`src/rtl/hls_cdp_icvt_chn_data_in_rcv_if.sv`:
```
// Signal bundle between the chn_data_in producer, the receive skid buffer and the HLS core.
// Optional stall counter port present when HLS_CDP_ICVT_RCV_STALL_CNT_EN is defined.
interface hls_cdp_icvt_chn_data_in_rcv_if #(
    parameter int DATA_WIDTH = 64
);
    logic                  chn_data_in_vld;
    logic                  chn_data_in_rdy;
    logic [DATA_WIDTH-1:0] chn_data_in_pd;
    logic                  core_iswt;
    logic                  core_bdwt;
    logic                  core_ivld;
    logic [DATA_WIDTH-1:0] core_pd;
    logic                  core_wen_comp;
    logic [1:0]            buf_cnt;
`ifdef HLS_CDP_ICVT_RCV_STALL_CNT_EN
    logic [15:0]           core_stall_cnt;

    modport master (
        output chn_data_in_vld, chn_data_in_pd, core_iswt, core_bdwt,
        input  chn_data_in_rdy, core_ivld, core_pd, core_wen_comp, buf_cnt, core_stall_cnt
    );
    modport slave (
        input  chn_data_in_vld, chn_data_in_pd, core_iswt, core_bdwt,
        output chn_data_in_rdy, core_ivld, core_pd, core_wen_comp, buf_cnt, core_stall_cnt
    );
`else
    modport master (
        output chn_data_in_vld, chn_data_in_pd, core_iswt, core_bdwt,
        input  chn_data_in_rdy, core_ivld, core_pd, core_wen_comp, buf_cnt
    );
    modport slave (
        input  chn_data_in_vld, chn_data_in_pd, core_iswt, core_bdwt,
        output chn_data_in_rdy, core_ivld, core_pd, core_wen_comp, buf_cnt
    );
`endif
endinterface

```
`src/rtl/hls_cdp_icvt_chn_data_in_rcv.sv`:
```
// 2-entry skid buffer feeding chn_data_in transfers to the HLS core stall/advance interface.
// Define HLS_CDP_ICVT_RCV_STALL_CNT_EN to add the saturating core_stall_cnt counter.
module hls_cdp_icvt_chn_data_in_rcv #(
    parameter int DATA_WIDTH = 64
) (
    input  logic                          nvdla_core_clk,
    input  logic                          nvdla_core_rst,
    hls_cdp_icvt_chn_data_in_rcv_if.slave chn
);

    logic [DATA_WIDTH-1:0] entry [2];
    logic                  wp;
    logic                  rp;
    logic [1:0]            cnt;
    logic [1:0]            cnt_next;
    logic                  push;
    logic                  pop;
    logic                  ivld;

    // Ready looks only at registered occupancy so there is no path from the core side.
    assign chn.chn_data_in_rdy = ~nvdla_core_rst & (cnt != 2'd2);
    assign ivld                = (cnt != 2'd0);
    assign chn.core_ivld       = ivld;
    assign chn.core_pd         = entry[rp];
    assign chn.core_wen_comp   = ~chn.core_iswt | ivld;
    assign chn.buf_cnt         = cnt;

    assign push = chn.chn_data_in_vld & chn.chn_data_in_rdy;
    assign pop  = chn.core_iswt & chn.core_bdwt & ivld;

    always_comb begin
        cnt_next = cnt;
        if (push && !pop) begin
            cnt_next = cnt + 2'd1;
        end else if (pop && !push) begin
            cnt_next = cnt - 2'd1;
        end
    end

    always_ff @(posedge nvdla_core_clk) begin
        if (nvdla_core_rst) begin
            cnt      <= 2'd0;
            wp       <= 1'b0;
            rp       <= 1'b0;
            entry[0] <= '0;
            entry[1] <= '0;
        end else begin
            cnt <= cnt_next;
            if (push) begin
                entry[wp] <= chn.chn_data_in_pd;
                wp        <= ~wp;
            end
            if (pop) begin
                rp <= ~rp;
            end
        end
    end

`ifdef HLS_CDP_ICVT_RCV_STALL_CNT_EN
    logic [15:0] stall_cnt;

    // Counts cycles the core asked for data but the buffer was empty; sticks at all-ones.
    always_ff @(posedge nvdla_core_clk) begin
        if (nvdla_core_rst) begin
            stall_cnt <= 16'd0;
        end else if (chn.core_iswt && !ivld && (stall_cnt != 16'hFFFF)) begin
            stall_cnt <= stall_cnt + 16'd1;
        end
    end

    assign chn.core_stall_cnt = stall_cnt;
`endif

endmodule
```
`src/flat_wrapper.sv`:
```
// flat-port wrapper written by rule: the top's interface ports become plain ports
module hls_cdp_icvt_chn_data_in_rcv_flat 
#(
    parameter int DATA_WIDTH = 64
)
  (nvdla_core_clk, nvdla_core_rst, chn_chn_data_in_vld, chn_chn_data_in_pd, chn_core_iswt, chn_core_bdwt, chn_chn_data_in_rdy, chn_core_ivld, chn_core_pd, chn_core_wen_comp, chn_buf_cnt);
  hls_cdp_icvt_chn_data_in_rcv_if #(.DATA_WIDTH(DATA_WIDTH)) chn_i ();
  input  logic nvdla_core_clk;
  input  logic nvdla_core_rst;
  input wire logic [$bits(chn_i.chn_data_in_vld)-1:0] chn_chn_data_in_vld;
  input wire logic [$bits(chn_i.chn_data_in_pd)-1:0] chn_chn_data_in_pd;
  input wire logic [$bits(chn_i.core_iswt)-1:0] chn_core_iswt;
  input wire logic [$bits(chn_i.core_bdwt)-1:0] chn_core_bdwt;
  output wire logic [$bits(chn_i.chn_data_in_rdy)-1:0] chn_chn_data_in_rdy;
  output wire logic [$bits(chn_i.core_ivld)-1:0] chn_core_ivld;
  output wire logic [$bits(chn_i.core_pd)-1:0] chn_core_pd;
  output wire logic [$bits(chn_i.core_wen_comp)-1:0] chn_core_wen_comp;
  output wire logic [$bits(chn_i.buf_cnt)-1:0] chn_buf_cnt;
  assign chn_i.chn_data_in_vld = chn_chn_data_in_vld;
  assign chn_i.chn_data_in_pd = chn_chn_data_in_pd;
  assign chn_i.core_iswt = chn_core_iswt;
  assign chn_i.core_bdwt = chn_core_bdwt;
  assign chn_chn_data_in_rdy = chn_i.chn_data_in_rdy;
  assign chn_core_ivld = chn_i.core_ivld;
  assign chn_core_pd = chn_i.core_pd;
  assign chn_core_wen_comp = chn_i.core_wen_comp;
  assign chn_buf_cnt = chn_i.buf_cnt;
  hls_cdp_icvt_chn_data_in_rcv #(.DATA_WIDTH(DATA_WIDTH)) u_core (.nvdla_core_clk(nvdla_core_clk), .nvdla_core_rst(nvdla_core_rst), .chn(chn_i));
endmodule
```
`config.mk`:
```
export PLATFORM = sky130hd
export DESIGN_NAME = hls_cdp_icvt_chn_data_in_rcv_flat
export DESIGN_NICKNAME = d
export VERILOG_FILES = /design/src/rtl/hls_cdp_icvt_chn_data_in_rcv_if.sv /design/src/rtl/hls_cdp_icvt_chn_data_in_rcv.sv /design/src/flat_wrapper.sv
export SDC_FILE = /design/constraint.sdc
export NUM_CORES = 1
export LEC_CHECK = 0
export ABC_CLOCK_PERIOD_IN_PS = 3600
export BUFFER_PORTS_ARGS = -buffer_cell sky130_fd_sc_hd__buf_2
export CAP_MARGIN = 10
export CORE_AREA = 2 2 108 110
export DETAILED_ROUTE_END_ITERATION = 12
export DIE_AREA = 0 0 110 112
export PLACE_DENSITY = 0.79
export SYNTH_ARGS = -nofsm -noshare
export SYNTH_HDL_FRONTEND = slang
export SYNTH_SLANG_ARGS = --single-unit
```
`constraint.sdc`:
```
create_clock -name nvdla_core_clk -period 3.6 [get_ports nvdla_core_clk]
set_input_delay 0.18 -clock nvdla_core_clk [delete_from_list [all_inputs] [get_ports nvdla_core_clk]]
set_output_delay 0.18 -clock nvdla_core_clk [all_outputs]
set_load 0.1 [all_outputs]
```
==> impl_results.md <==
* Nets at between 600 and 700
* Vias per cell at about 5.1
* Fillers at about 900
* Share of cells above drive strength 1 at 0.5017
* Cts-stage hold buffer count at 0
* Worst r2r src: u_core.chn.buf_cnt[1]$_SDFFE_PP0P_
* Required @ worst endpoint at 3.42 ns
* Mean Syn Cell Area at 13.22 sq um
* Worst flop-to-flop path endpoint: u_core.entry[0][41]$_SDFFCE_PN0P_
* # Max-Cap Violations at 0
* Die area at roughly 0.012 sq mm
* Leak at slightly below 3 nW
* Dpl hpwl at 6.878 mm
* Drt first-iter violations at approximately 230
* Global route overflow at 0
* CP endpoint kind: primary output
* Buffers on Ports at 137
* Net Switching at 1.980 mW
* CTS buffer count at 17
* Yosys synthesis warning count at 0
* Die height at roughly 110 microns
* WHS Path Cells at 2
* Std cell rows at 39
* Seq pwr share at 0.368
* Worst Hold Launch: nvdla_core_rst
* First-pass GRT wire length at 18.06 mm
* Maximum fanout along the worst path at 34
* Gr usage total at 0.1959
* DR WL/cell at between 15 and 20 microns
* Clk Latency, worst-skew pair at roughly 0.4 ns
* Crit path launch type: flop
* Placed Cells at around 700
* Layout area overhead at 22.96%
* Final wirelength at 11.65 mm
* Final worst path period share at 0.6844
* Clock share of power at 0.329
* Worst setup endpoint: chn_core_pd[38]
* DRT Pass-1 Iters at 5
* Initial antenna violation count at 1
* RSZ-0062 raised after global routing: false
* Cell Area, Synth at between 0.005 and 0.006 sq mm
* Outcome: finished, final reports clean
* Clock H-tree levels at 4
* Remaining DRCs at 0
* Post-CTS setup buffer count at 0
* GPL Wtd Cong at about 0.75
* Syn Nets at just over 500
* Die X at 110 microns
* Sink Count at 133
* Data arrival, critical path at 2.28 ns
* VDD IR max at about 0.35 mV
* Final hold viol count at 0
* Max clock buf depth at 2
* Worst R2R Path Depth at 3
* Setup slack, reg-to-reg at roughly 1.5 ns
* Initial core utilization at 0.5251
* Reg clk slew, reported paths at around 0.06 ns
* Measured slew at the worst slew-check pin at 1.108 ns
* Slew Viols, Final at 0
* Root buffer cell: clkbuf_16
* CTS tree: yes
* Worst Skew at ~0.005 ns
* DRT antenna net count at 0
* Final setup viols at 0
* Yosys reg bits at 133
* Via count at around 3700
* N_diodes at 0
* Seq/Total Area, Yosys at 0.6721
* Fmax at slightly above 400 MHz
* Vias in the first global route at 3841
* Slew headroom at 0.2616
* Total negative slack at 0 ns
* Fin cells at between 700 and 800
* Unique masters post-synth at 21
* Cells after Synth at 444
* Largest net degree at the start of global routing at 66
* Logic pwr share at 0.303
* Post-CTS Resized at 0
* Power Density at approximately 730 mW/mm^2
* Setup Crit Path Kind: reg -> out
* Core area at approximately 0.011 sq mm
* Fin crit period at between 2 and 2.5 ns
* Int Power at 3.314 mW
* Switching Share at 0.3741
* IO Pins at about 140
* Hold Crit Class: in -> reg
-- how the worst min path moves through the flow --
stage                                        endpoint  slack [ns]
global route                   u_core.wp$_SDFFE_PP0P_        0.07
detailed placement                               flop        0.49
CTS                                              flop        0.07
global placement               u_core.rp$_SDFFE_PP0P_        0.48
finish                                           flop        0.08
floorplan           u_core.entry[0][39]$_SDFFCE_PN0P_        0.41
-- sequential cells by signal (all words and copies together), names as in the netlist, named ones only --
register	count
u_core.chn.buf_cnt	2
u_core.wp	1
u_core.rp	1
u_core.entry	128
-- logic make-up (layout without fill, tap and decap cells) --
family | Yosys count | in the layout | share of synthesized area
AOI/OAI and AO/OA | 6 | 6 | 0.006184
buffers and inverters | 31 | 175 | 0.03156
adders and majority gates | 1 | 1 | 0.002132
muxes | 64 | 64 | 0.1228
xor gates and xnor gates | 3 | 3 | 0.004478
and+or+nand+nor | 206 | 206 | 0.1608
DFF | 133 | 133 | 0.6721
-- power groups by stage --
stage | sequential (mW) | clock [mW] | combinational [mW]
floorplan | 1.98 | 0 | 1.38
global placement | 1.97 | 0 | 1.60
detailed placement | 1.98 | 0 | 1.61
CTS | 1.95 | 1.76 | 1.62
finish | 1.95 | 1.74 | 1.61
global route | 1.96 | 1.84 | 1.67
-- final cells by class --
class	count	area (sq um)	share of cell area
Tap cell	143	178.9	0.02480
Clock inverter	13	162.7	0.02254
Sequential cell	133	3945	0.5467
Multi-Input combinational cell	280	1760	0.2440
Inverter	2	7.507	0.001040
Clock buffer	19	432.9	0.06000
Timing Repair Buffer	141	728.2	0.1009
-- synth_stat cells, drive strengths merged --
master	instances	area, sq um
o21ai	2	10.01
o211ai	1	7.510
xor2	3	26.28
ha	1	12.51
nor2	133	649.4
a31o	1	8.760
edfxtp	128	3844
a21oi	2	10.01
buf	20	143.9
inv	2	7.510
nor3	1	5.000
mux2	64	720.7
dfxtp	5	100.1
nand3b	1	7.510
or3	3	18.77
clkbuf	9	33.78
nand2b	2	12.51
nand2	65	244.0
nor2b	1	6.260
-- layout by cell type, fill, tap and decap left out, drive strengths merged --
cell	netlist	routed
xor2	3	3
a21oi	2	2
nand3b	1	1
mux2	64	64
inv	2	2
clkinvlp	0	1
edfxtp	128	128
nand2b	2	2
a31o	1	1
nor3	1	1
nor2	133	133
bufinv	0	4
o211ai	1	1
clkinv	0	8
o21ai	2	2
clkbuf	9	19
or3	3	3
ha	1	1
nor2b	1	1
buf	20	141
dfxtp	5	5
nand2	65	65
-- critical path, stage by stage, from the launching register on --
cell and delay [ns]:
dfxtp_2 0.86, buf_12 0.31, mux2_2 0.39, buf_2 0.30
-- layer usage --
layer,track usage,vias to the layer above,share of wire,routed length (microns)
met5,0,-,0.00060,7
met2,0.3157,149,0.49,5735
li1,-,1797,-,-
met1,0.2490,1754,0.42,4951
met4,0.06329,2,0.0051,59
met3,0.06557,6,0.077,898
-- through the flow --
stage	hold WS (ns)	power, mW	instance area, sq um	utilization	setup slack (ns)
finish	0.07769	5.294	7216	0.6457	1.136
global route	0.07126	5.471	7216	0.6457	1.033
CTS	0.06535	5.327	7216	0.6457	1.117
detailed placement	0.4885	3.592	6620	0.5924	1.392
global placement	0.4827	3.570	6620	0.5924	1.412
floorplan	0.4081	3.358	5868	-	0.08673
Note: power is estimated with default switching activity, not from simulation.
